===== config.mk =====
export PLATFORM = sky130hd
export DESIGN_NAME = nv_ddr_cmd_sched
export DESIGN_NICKNAME = d
export VERILOG_FILES = /design/src/rtl/nv_ddr_cmd_sched.sv
export SDC_FILE = /design/constraint.sdc
export NUM_CORES = 1
export LEC_CHECK = 0
export ABC_CLOCK_PERIOD_IN_PS = 2300
export CAP_MARGIN = 20
export CORE_MARGIN = 8
export CORE_UTILIZATION = 53
export DETAILED_ROUTE_END_ITERATION = 10
export PLACE_DENSITY = 0.87
export SLEW_MARGIN = 20
export SYNTH_ARGS = -nofsm -noshare
export SYNTH_HDL_FRONTEND = slang
export SYNTH_SLANG_ARGS = --single-unit

===== constraint.sdc =====
create_clock -name clk -period 2.3 [get_ports clk]
set_input_delay 0.345 -clock clk [delete_from_list [all_inputs] [get_ports clk]]
set_output_delay 0.345 -clock clk [all_outputs]
set_load 0.02 [all_outputs]

===== src/rtl/nv_ddr_cmd_sched.sv =====
// Command front-end for the 16x16x8 NV DDR core: buffers host requests and
// sequences each into the core's START/ACCESS/CLOSE handshake, retrying on power loss.
module nv_ddr_cmd_sched #(
    parameter int FIFO_DEPTH = 4,
    parameter int CNT_W      = 8
) (
    input  logic             clk,
    input  logic             rst,
    input  logic             req_valid,
    output logic             req_ready,
    input  logic             req_wr,
    input  logic [3:0]       req_row,
    input  logic [3:0]       req_col,
    input  logic [7:0]       req_wdata,
    output logic             rsp_valid,
    input  logic             rsp_ready,
    output logic [7:0]       rsp_data,
    output logic [3:0]       rsp_row,
    output logic [3:0]       rsp_col,
    input  logic             pwr_ok,
    output logic             mem_enable,
    output logic             mem_rd_en,
    output logic             mem_wr_en,
    output logic [17:0]      mem_user_data,
    input  logic [7:0]       mem_rdata,
    output logic             busy,
    output logic [CNT_W-1:0] abort_cnt
);
    localparam int AW = $clog2(FIFO_DEPTH);
    localparam int EW = 17;
    localparam logic [AW:0] DEPTH_C = (AW+1)'(FIFO_DEPTH);

    typedef enum logic [1:0] {IDLE, START, ACCESS, CLOSE} state_t;

    // Entry layout: [16]=wr, [15:12]=row, [11:8]=col, [7:0]=wdata
    logic [EW-1:0]    fifo_q [FIFO_DEPTH];
    logic [AW-1:0]    wr_ptr_q, wr_ptr_d, rd_ptr_q, rd_ptr_d;
    logic [AW:0]      count_q, count_d;
    logic [EW-1:0]    head;
    logic             push, pop, can_issue, abort;

    state_t           state_q;
    logic             mem_enable_q, mem_rd_en_q, mem_wr_en_q;
    logic [17:0]      mem_user_data_q;
    logic             rsp_valid_q;
    logic [7:0]       rsp_data_q;
    logic [3:0]       rsp_row_q, rsp_col_q;
    logic [CNT_W-1:0] abort_cnt_q;

    function automatic logic [CNT_W-1:0] sat_inc(input logic [CNT_W-1:0] v);
        return (&v) ? v : v + CNT_W'(1);
    endfunction

    // Read commands always present a zero data byte to the core.
    function automatic logic [17:0] pack_cmd(input logic [1:0] flags, input logic [EW-1:0] e);
        return {flags, e[11:8], e[15:12], e[16] ? e[7:0] : 8'h00};
    endfunction

    assign head      = fifo_q[rd_ptr_q];
    assign req_ready = (count_q != DEPTH_C);
    assign push      = req_valid && req_ready;
    assign pop       = (state_q == CLOSE) && pwr_ok;
    assign abort     = (state_q != IDLE) && !pwr_ok;
    assign can_issue = (count_q != '0) && pwr_ok && (head[16] || !rsp_valid_q);

    always_comb begin
        wr_ptr_d = push ? wr_ptr_q + AW'(1) : wr_ptr_q;
        rd_ptr_d = pop  ? rd_ptr_q + AW'(1) : rd_ptr_q;
        count_d  = count_q;
        if (push && !pop) begin
            count_d = count_q + (AW+1)'(1);
        end else if (!push && pop) begin
            count_d = count_q - (AW+1)'(1);
        end
    end

    always_ff @(posedge clk) begin
        if (push) begin
            fifo_q[wr_ptr_q] <= {req_wr, req_row, req_col, req_wdata};
        end
    end

    always_ff @(posedge clk or posedge rst) begin
        if (rst) begin
            wr_ptr_q <= '0;
            rd_ptr_q <= '0;
            count_q  <= '0;
        end else begin
            wr_ptr_q <= wr_ptr_d;
            rd_ptr_q <= rd_ptr_d;
            count_q  <= count_d;
        end
    end

    // Sequencer: outputs are registered alongside the state they belong to.
    always_ff @(posedge clk or posedge rst) begin
        if (rst) begin
            state_q         <= IDLE;
            mem_enable_q    <= 1'b0;
            mem_rd_en_q     <= 1'b0;
            mem_wr_en_q     <= 1'b0;
            mem_user_data_q <= '0;
            rsp_valid_q     <= 1'b0;
            rsp_data_q      <= '0;
            rsp_row_q       <= '0;
            rsp_col_q       <= '0;
            abort_cnt_q     <= '0;
        end else begin
            if (rsp_valid_q && rsp_ready) begin
                rsp_valid_q <= 1'b0;
            end
            if (abort) begin
                state_q         <= IDLE;
                mem_enable_q    <= 1'b0;
                mem_rd_en_q     <= 1'b0;
                mem_wr_en_q     <= 1'b0;
                mem_user_data_q <= '0;
                abort_cnt_q     <= sat_inc(abort_cnt_q);
            end else begin
                case (state_q)
                    IDLE: begin
                        if (can_issue) begin
                            state_q         <= START;
                            mem_enable_q    <= 1'b1;
                            mem_rd_en_q     <= !head[16];
                            mem_wr_en_q     <= head[16];
                            mem_user_data_q <= pack_cmd(2'b00, head);
                        end else begin
                            mem_enable_q    <= 1'b0;
                            mem_rd_en_q     <= 1'b0;
                            mem_wr_en_q     <= 1'b0;
                            mem_user_data_q <= '0;
                        end
                    end
                    START: begin
                        state_q         <= ACCESS;
                        mem_rd_en_q     <= 1'b0;
                        mem_wr_en_q     <= 1'b0;
                        mem_user_data_q <= pack_cmd({!head[16], head[16]}, head);
                    end
                    ACCESS: begin
                        state_q         <= CLOSE;
                        mem_user_data_q <= pack_cmd(2'b00, head);
                    end
                    CLOSE: begin
                        state_q         <= IDLE;
                        mem_enable_q    <= 1'b0;
                        mem_user_data_q <= '0;
                        if (!head[16]) begin
                            rsp_valid_q <= 1'b1;
                            rsp_data_q  <= mem_rdata;
                            rsp_row_q   <= head[15:12];
                            rsp_col_q   <= head[11:8];
                        end
                    end
                    default: state_q <= IDLE;
                endcase
            end
        end
    end

    assign mem_enable    = mem_enable_q;
    assign mem_rd_en     = mem_rd_en_q;
    assign mem_wr_en     = mem_wr_en_q;
    assign mem_user_data = mem_user_data_q;
    assign rsp_valid     = rsp_valid_q;
    assign rsp_data      = rsp_data_q;
    assign rsp_row       = rsp_row_q;
    assign rsp_col       = rsp_col_q;
    assign abort_cnt     = abort_cnt_q;
    assign busy          = (state_q != IDLE) || (count_q != '0);

endmodule


# After elaboration in Yosys (flattened, before gate mapping)
# Memories as Yosys holds them, arrays and structs flattened.
# Cells that the tools add are included.
[op_classes]
n_eq_ne = 5
muxes = 24
n_bitwise = 3
n_reduce_logical = 24
n_addsub = 5
[ops]
columns = ["op", "count"]
rows = [
  ["18-bit one-hot mux with 4 select lines", 1],
  ["18-bit 2-to-1 mux", 1],
  ["16-bit 2-to-1 mux", 1],
  ["1-bit 2-to-1 mux", 12],
  ["3-bit nonzero test", 3],
  ["8-bit by 1-bit adder with 8-bit output, second input constant", 1],
  ["1-bit logical AND", 8],
  ["8-bit 2-to-1 mux", 1],
  ["2-bit one-hot mux with 4 select lines", 1],
  ["8-bit AND reduction", 1],
  ["3-bit 2-to-1 mux", 2],
  ["3-bit inequality test, second input constant", 2],
  ["1-bit one-hot mux with 2 select lines", 3],
  ["1-bit logical NOT", 5],
  ["2-bit by 1-bit adder with 2-bit output, second input constant", 2],
  ["2-bit equality test, second input constant", 2],
  ["2-bit 2-to-1 mux", 2],
  ["2-bit nonzero test", 2],
  ["3-bit by 1-bit adder with 3-bit output, second input constant", 1],
  ["1-bit inverter", 3],
  ["3-bit AND reduction", 1],
  ["3-bit by 1-bit subtractor with 3-bit output, second input constant", 1],
  ["2-bit by 1-bit equality test with 1-bit output, second input constant", 1],
  ["2-bit logical NOT", 1],
  ["2 further kinds", 3],
]
[word_totals]
mem_count = 1
ram_bits = 68
out_inout_bits = 48
input_bits = 30
word_cells = 75
ff_bits = 55
[mem_list]
columns = ["memory", "depth", "width", "rd", "rd_ports_with_merged_regs", "wr", "line", "text"]
rows = [
  ["fifo_q", 4, 17, 1, 0, 1, "36", "logic [EW-1:0] fifo_q [FIFO_DEPTH];"],
]

# Depth between registers and ports, before layout
# Gate-level depths: netlist of the first run.
[depth]
ltp_word = 6
mapped_depth = 9
mapped_depth_nobuf = 9

# Worst setup path before layout of the first run
# No wires, ideal clock.
[synth_path]
path_kind = "register to register"
from = "reg count_q[0]"
to = "reg count_q[1]"
required_ns = 2.175
n_path_buf = 0
slack_ns = 0.232
period_less_slack_ns = 2.068
t_arrival_ns = 1.944
setup_time_ns = 0.125
stages_incl_launch_ff = 8
cell_sequence = "dfrtp_1 > nor2_1 > nand2_1 > and2_0 > ha_1 > inv_1 > fa_1 > mux2_2"
[synth_between]
word_cells_on_any_way = 10
cone_classes = "add/sub: 2; eq/ne: 1; mux: 2; reduce/logical: 5"
[synth_rtl]
columns = ["item", "line", "text"]
rows = [
  ["start: declaration", "38", "logic [AW:0] count_q, count_d;"],
  ["start signal: assignment", "91", "count_q <= count_d;"],
  ["3-bit inequality test", "60", "assign req_ready = (count_q != DEPTH_C);"],
  ["net req_ready", "10", "output logic req_ready,"],
  ["1-bit logical AND", "61", "assign push = req_valid && req_ready;"],
  ["net push", "40", "logic push, pop, can_issue, abort;"],
  ["1-bit logical AND", "70", "if (push && !pop) begin"],
  ["3-bit 2-to-1 mux", "70", ""],
  ["net count_d[1]", "38", ""],
]
# The timed path passes the listed nets, and every way through them passes these cells. The select of a mux whose other input is x is not followed.
# A chain may end at the register's enable or synchronous reset.

# Worst setup path in the final report of the first run
[layout_path]
from = "reg count_q[0]"
to = "out req_ready"
[layout_between]
elab_chain_cells = 1
[layout_lines]
columns = ["item", "line"]
rows = [
  ["3-bit inequality test", "60"],
  ["end: declaration", "10"],
]
# No other way between the ends.

==> run metrics, run 1 <==
Core Box Area=about 0.009 mm^2; row count=35; GRT overflow=0; top post-synthesis cells by area=edfxtp_1 (42%), dfrtp_1 (28%), mux4_2 (5.5%); setup_tns=0 ps; IO buf count=77; most common cell in the netlist=edfxtp_1; Max Cap Viol=0; Max Root-Sink Buffers=2; first-pass GRT wire length=15290 um; Synth Area in XOR/XNOR=0.01434; Synth Flop Type=edfxtp_1; Pre-antenna DRT Iters=4; Synth top area share=0.4178; Finish-stage setup viols=0; P_leak=2.505 nW; worst min-delay path class=in -> async; Synth Area in Simple Gates=0.06119; post-layout min period=2177 ps; WS Path Type=reg -> out; final wirelength=9415 um; fmax=459.2 MHz; final worst slack=122.5 ps; Power Density=1378 mW/mm^2; Slew headroom=0.5977; routed vias/inst=around 5.4; dpl ws=117.7 ps; Yosys reg bits=123; Top Ports=78; clk sink count=123; Num CTS Buffers=17; Worst Path Max Fanout=6; clock-pin slew on the worst setup and hold paths=60 ps; Initial DRC Count=110; Design Power=8.891 mW; Cells after Synth=276; Syn Nets=317; critical path startpoint=count_q[0]$_DFFE_PP0P_; syn avg cell area=17.71 um^2; Worst EP required=1960 ps; GRT Total Usage=0.1575; Final HPWL DP=between 6000 and 7000 um; Initial Util=0.5365; RSZ-0062 raised after global routing=no; Die Wd=112.0 um; vias=~2700; Synth Area in Compound Gates=0.03431; RePlAce Congestion=0.7718; final hold viol count=0; Seq/Total Area, Yosys=0.6994; Antenna Nets Post-Route=0; CP Data Arrival Time=between 1500 and 2000 ps; post-CTS setup buffers=0; Clk Latency, worst-skew pair=500 ps; mux contribution to synthesized area=0.1441; DRC Markers=0; Antenna Cells=0; area grow syn2layout=32.03%; cell taking the most area after synthesis=edfxtp_1; Synth Area in Adders=0.02970; RR Startpoint=count_q[0]$_DFFE_PP0P_; Yosys warning count=0; H-tree levels=4; Cell variety after synth=46; fin crit share=0.9467; Fillers=roughly 610; max-slew violations=0; drt wl/cell=18.72 um; largest net degree at the start of global routing=32; slew at the pin with the worst max-slew slack=603.5 ps; CTS tree=built; status=complete, no violations; Post-synth EDFFs=68; number of global-route vias before repair=slightly below 3000; FFs w/ async S/R, synth=0.4472; overall die height=112.0 um; Critical Path End Type=output port; largest family of logic cells by synthesized area=multiplexers; Multi-input gate area=~0.0014 mm^2; CTS root buffer=clkbuf_8; FF/Latch Area=0.003418 mm^2; VDD IR max=~0.76 mV; synth cell count leaders=edfxtp_1 (68), dfrtp_1 (55), nor2b_1 (17); startpoint class of the critical path=register; die area=~0.013 mm^2; netlist area before placement=0.004887 mm^2; initial antenna violation count=0; fraction of layout cells with a size suffix above 1=0.2143; clock skew=~10 ps; Final nets=420
-- area by class of cell --
type,count,share of cell area
clock buffer,19,0.06535
clock inverter,13,0.02249
inverter,8,0.004654
multi-input combinational,138,0.2168
sequential,123,0.5298
tap,111,0.02152
timing repair buffer,91,0.1394
-- report_power, final --
part	internal (mW)	switching [mW]	total (mW)
Combinational	1.56	1.50	3.06
Clock	1.55	0.934	2.48
Sequential	3.01	0.346	3.35
Total	6.12	2.78	8.89
-- final timing paths --
path,end,slack (ps),cells past startpoint
max,req_ready,120,3
min,rsp_data[6]$_DFFE_PP0P_,210,2
max reg2reg,count_q[1]$_DFFE_PP0P_,240,7
min reg2reg,rsp_data[6]$_DFFE_PP0P_,510,1
max in group asynchronous,mem_user_data[1]$_DFF_PP0_,1530,3
min in group clk,rsp_valid$_DFF_PP0_,450,2
-- cells in the final DEF (no fill, tap or decap), types with 2 or more instances in the layout --
cell type / n
edfxtp_1: 68
mux2_4: 13
mux4_2: 12
mux2_2: 11
clkbuf_16: 16
clkinv_2: 2
bufinv_16: 2
o21ai_0: 3
ha_1: 9
xor2_1: 2
nor2b_1: 17
nand2_1: 10
nand2b_1: 3
nor2_1: 7
buf_12: 2
dfrtp_1: 55
inv_1: 7
clkinvlp_4: 3
clkbuf_1: 2
clkdlybuf4s50_1: 76
buf_4: 12
and3_1: 5
inv_6: 2
mux4_1: 4
clkinv_4: 4
o21a_1: 2
a21oi_1: 9
xnor2_1: 6
-- stage by stage --
| step | std cells | instance area [um^2] | hold slack, ps | utilization |
|---|---|---|---|---|
| 2_1_floorplan | 276 | 4887 | 443.9 | - |
| 3_3_place_gp | 471 | 5874 | 486.5 | 0.6449 |
| 3_5_place_dp | 471 | 5874 | 495.2 | 0.6449 |
| 4_1_cts | 503 | 6442 | 204.4 | 0.7073 |
| 5_1_grt | 503 | 6452 | 243.4 | 0.7084 |
| 6_report | 503 | 6452 | 212.9 | 0.7084 |
-- critical path, cell delays in order, from the launching register on --
cell             delay (ps)
dfrtp_1                 440
nor2_1                   90
nand2_1                 160
clkdlybuf4s50_1         640
-- state kept, by name (all words and copies together), names as in the netlist --
| register | cells |
|---|---|
| rsp_col | 4 |
| mem_wr_en | 1 |
| abort_cnt | 8 |
| rsp_valid | 1 |
| count_q | 3 |
| mem_enable | 1 |
| wr_ptr_q | 2 |
| rsp_data | 8 |
| state_q | 2 |
| rd_ptr_q | 2 |
| mem_user_data | 18 |
| mem_rd_en | 1 |
| fifo_q | 68 |
| rsp_row | 4 |
-- cells by family (layout without fill, tap and decap cells) --
logic type                 count (synthesis)  after routing
AOI/OAI and AO/OA                         25             25
xor gates and xnor gates                   8              8
adders and majority gates                 11             11
buffers and inverters                     15            131
DFF                                      123            123
muxes                                     41             41
and+or+nand+nor                           53             53
-- per-layer routing --
layer,part of all wire,track usage
met2,0.49,0.2577
met4,0.0079,0.04496
met1,0.43,0.1889
met5,0,0
met3,0.066,0.06388
-- what timing repair did --
| item | CTS | global route |
|---|---|---|
| gates cloned | 0 | 0 |
| hold buffers | 0 | 0 |
| resized for setup | 2 | 1 |
| endpoints found under the setup margin | 1 | 1 |
| pin swaps | 0 | 0 |
Note: power is estimated with default switching activity, not from simulation.
==> inputs of run 2 (changes only) <==
- CAP_MARGIN: 20 -> not set
==> results of run 2 <==
Same layout as run 1: the final DEF is identical, and so are final timing and power.
==> inputs of run 3 (changes only) <==
- CORE_MARGIN: 8 -> not set
==> run 3 against run 2 <==
  * Critical path depth up 1
  * The run now ends with design-rule violations left
  * Sequential cell count unchanged
  * Global-route usage increased by 5.0 points
  * Clock power grew 4%
  * Cell area barely moved
  * Register-to-register slack improved by 20 ps
  * Highest routed layer unchanged
==> run metrics, run 3 (same netlist as run 1, synthesis figures left out) <==
status=finished, violations left; failing checks=design-rule violations; Top Ports=78 (unchanged); post-CTS setup buffers=0 (unchanged); Core Box Area=0.008806 mm^2 (-3.3%); startpoint class of the critical path=register; Die Wd=98.03 um (-12%); clk sink count=123 (unchanged); CP Data Arrival Time=1840 ps (about the same); Antenna Nets Post-Route=0 (unchanged); VDD IR max=0.7608 mV (-0.17%); number of global-route vias before repair=2814 (-3.1%); Pre-antenna DRT Iters=7 (+3); post-layout min period=2187 ps (+9.457 ps); Final nets=419 (-0.24%); setup_tns=0 ps (unchanged); vias=2741 (+1.8%); Num CTS Buffers=17 (unchanged); row count=34 (-2.9%); final wirelength=9036 um (-4.0%); final hold slack=186.1 ps (-26.82 ps); final hold viol count=0 (unchanged); CTS tree=built; Finish-stage setup viols=0 (unchanged); H-tree levels=4 (unchanged); Comb power frac=0.336 (-0.008); slew at the pin with the worst max-slew slack=604.3 ps (+0.8627 ps); Switching Share=0.3178 (+0.005602); Max Cap Viol=0 (unchanged); Final HPWL DP=5714 um (-12%); RSZ-0062 raised after global routing=no; Max Root-Sink Buffers=2 (unchanged); Design Area, Final=0.006455 mm^2 (about the same); Worst EP required=1960 ps (about the same); fin crit share=0.9508 (+0.004112); Core Util, Final=0.7330 (+0.02464); first-pass GRT wire length=14620 um (-4.4%); overall die height=98.03 um (-12%); max reg flops=68 (unchanged); Initial Util=0.5550 (+0.01845); register name with the most flops=fifo_q; CTS root buffer=clkbuf_8; clock-pin slew on the worst setup and hold paths=60 ps (about the same); fraction of layout cells with a size suffix above 1=0.2174 (+0.003106); clock skew=9.693 ps (-0.3792 ps); Initial DRC Count=128 (+16%); Power Density=1388 mW/mm^2 (+0.74%); most frequent cells in the layout=clkdlybuf4s50_1 (76), edfxtp_1 (68), dfrtp_1 (55), nor2b_1 (17), clkbuf_16 (16); Reg power frac=0.377 (about the same); routed vias/inst=5.493 (+2.6%); area grow syn2layout=32.08% (about the same); DP Area=0.005863 mm^2 (-0.19%); Int Pwr=6.112 mW (about the same); Critical Path End Type=output port; die area=0.009609 mm^2 (-23%); Antenna Cells=0 (unchanged); Slew headroom=0.5971 (about the same); GRT overflow=0 (unchanged); GRT Total Usage=0.2073 (+0.04983); max-slew violations=0 (unchanged); largest net degree at the start of global routing=34 (+6.3%); fmax=457.3 MHz (-0.43%); most common cell after layout, fill and taps aside=clkdlybuf4s50_1; P_leak=2.500 nW (-0.19%); WS Path Type=reg -> out; IO buf count=77 (unchanged); drt wl/cell=18.11 um (-3.3%); Clk Latency, worst-skew pair=510 ps (about the same); clock power share=0.288 (+0.009); NetSw=2.848 mW (+2.6%); Worst Path Max Fanout=11 (+5); DRC Markers=9 (+9); initial antenna violation count=0 (unchanged); worst min-delay path class=in -> async; RePlAce Congestion=0.7812 (+1.2%)
[run 3: metal layers]
metal / global-route usage / wire, um / vias to the layer above / part of all wire
li1: - / - / 1248 / -
met5: 0 / 0 / - / 0
met3: 0.05727 / 555 / 11 / 0.061
met1: 0.2727 / 3937 / 1384 / 0.44
met4: 0.09091 / 138 / 0 / 0.015
met2: 0.3267 / 4404 / 98 / 0.49
[run 3: final cells by class]
class                           instances  area [um^2]
Clock buffer                           17        414.1
Timing Repair Buffer                   90        892.1
Fill cell                             533         2351
Clock inverter                         15        166.4
Tap cell                              108        135.1
Inverter                                8        30.03
Multi-Input combinational cell        138         1399
Sequential cell                       123         3418
[run 3: stage by stage]
stage	power, mW	worst slack (ps)	std cells
2_1_floorplan	5.170	231.7	276
3_3_place_gp	6.277	163.3	467
3_5_place_dp	6.394	109.8	467
4_1_cts	9.036	84.15	499
5_1_grt	9.378	0.2738	499
6_report	8.960	113.1	499
[run 3: power by group through the flow]
stage                     sequential, mW  combinational [mW]  clock [mW]
after floorplan                     3.72                1.45           0
after global placement              3.36                2.91           0
after detailed placement            3.40                2.99           0
after CTS                           3.38                3.04        2.62
after global routing                3.45                3.22        2.71
final                               3.37                3.01        2.58
[run 3: what timing repair did]
action / in CTS / in global routing
endpoints found under the setup margin: 1 / 0
hold buffers: 0 / 0
resized for setup: 3 / 0
[run 3: worst max-delay path, stage by stage (launching register included)]
cell	delay, ps
dfrtp_1	400
inv_1	180
ha_4	240
nand3b_1	160
dlygate4sd2_1	360
[run 3: final timing paths]
path | depth (start not counted) | to | from | slack (ps)
worst max register to register | 7 | count_q[1]$_DFFE_PP0P_ | count_q[0]$_DFFE_PP0P_ | 260
worst min register to register | 1 | mem_rd_en$_DFFE_PP0P_ | mem_rd_en$_DFFE_PP0P_ | 500
worst max-delay path | 4 | busy | state_q[1]$_DFFE_PP0P_ | 110
worst min-delay path | 2 | rsp_data[6]$_DFFE_PP0P_ | rst | 190
min in group clk | 2 | rsp_valid$_DFF_PP0_ | rsp_ready | 430
max in group asynchronous | 3 | mem_user_data[1]$_DFF_PP0_ | rst | 1560
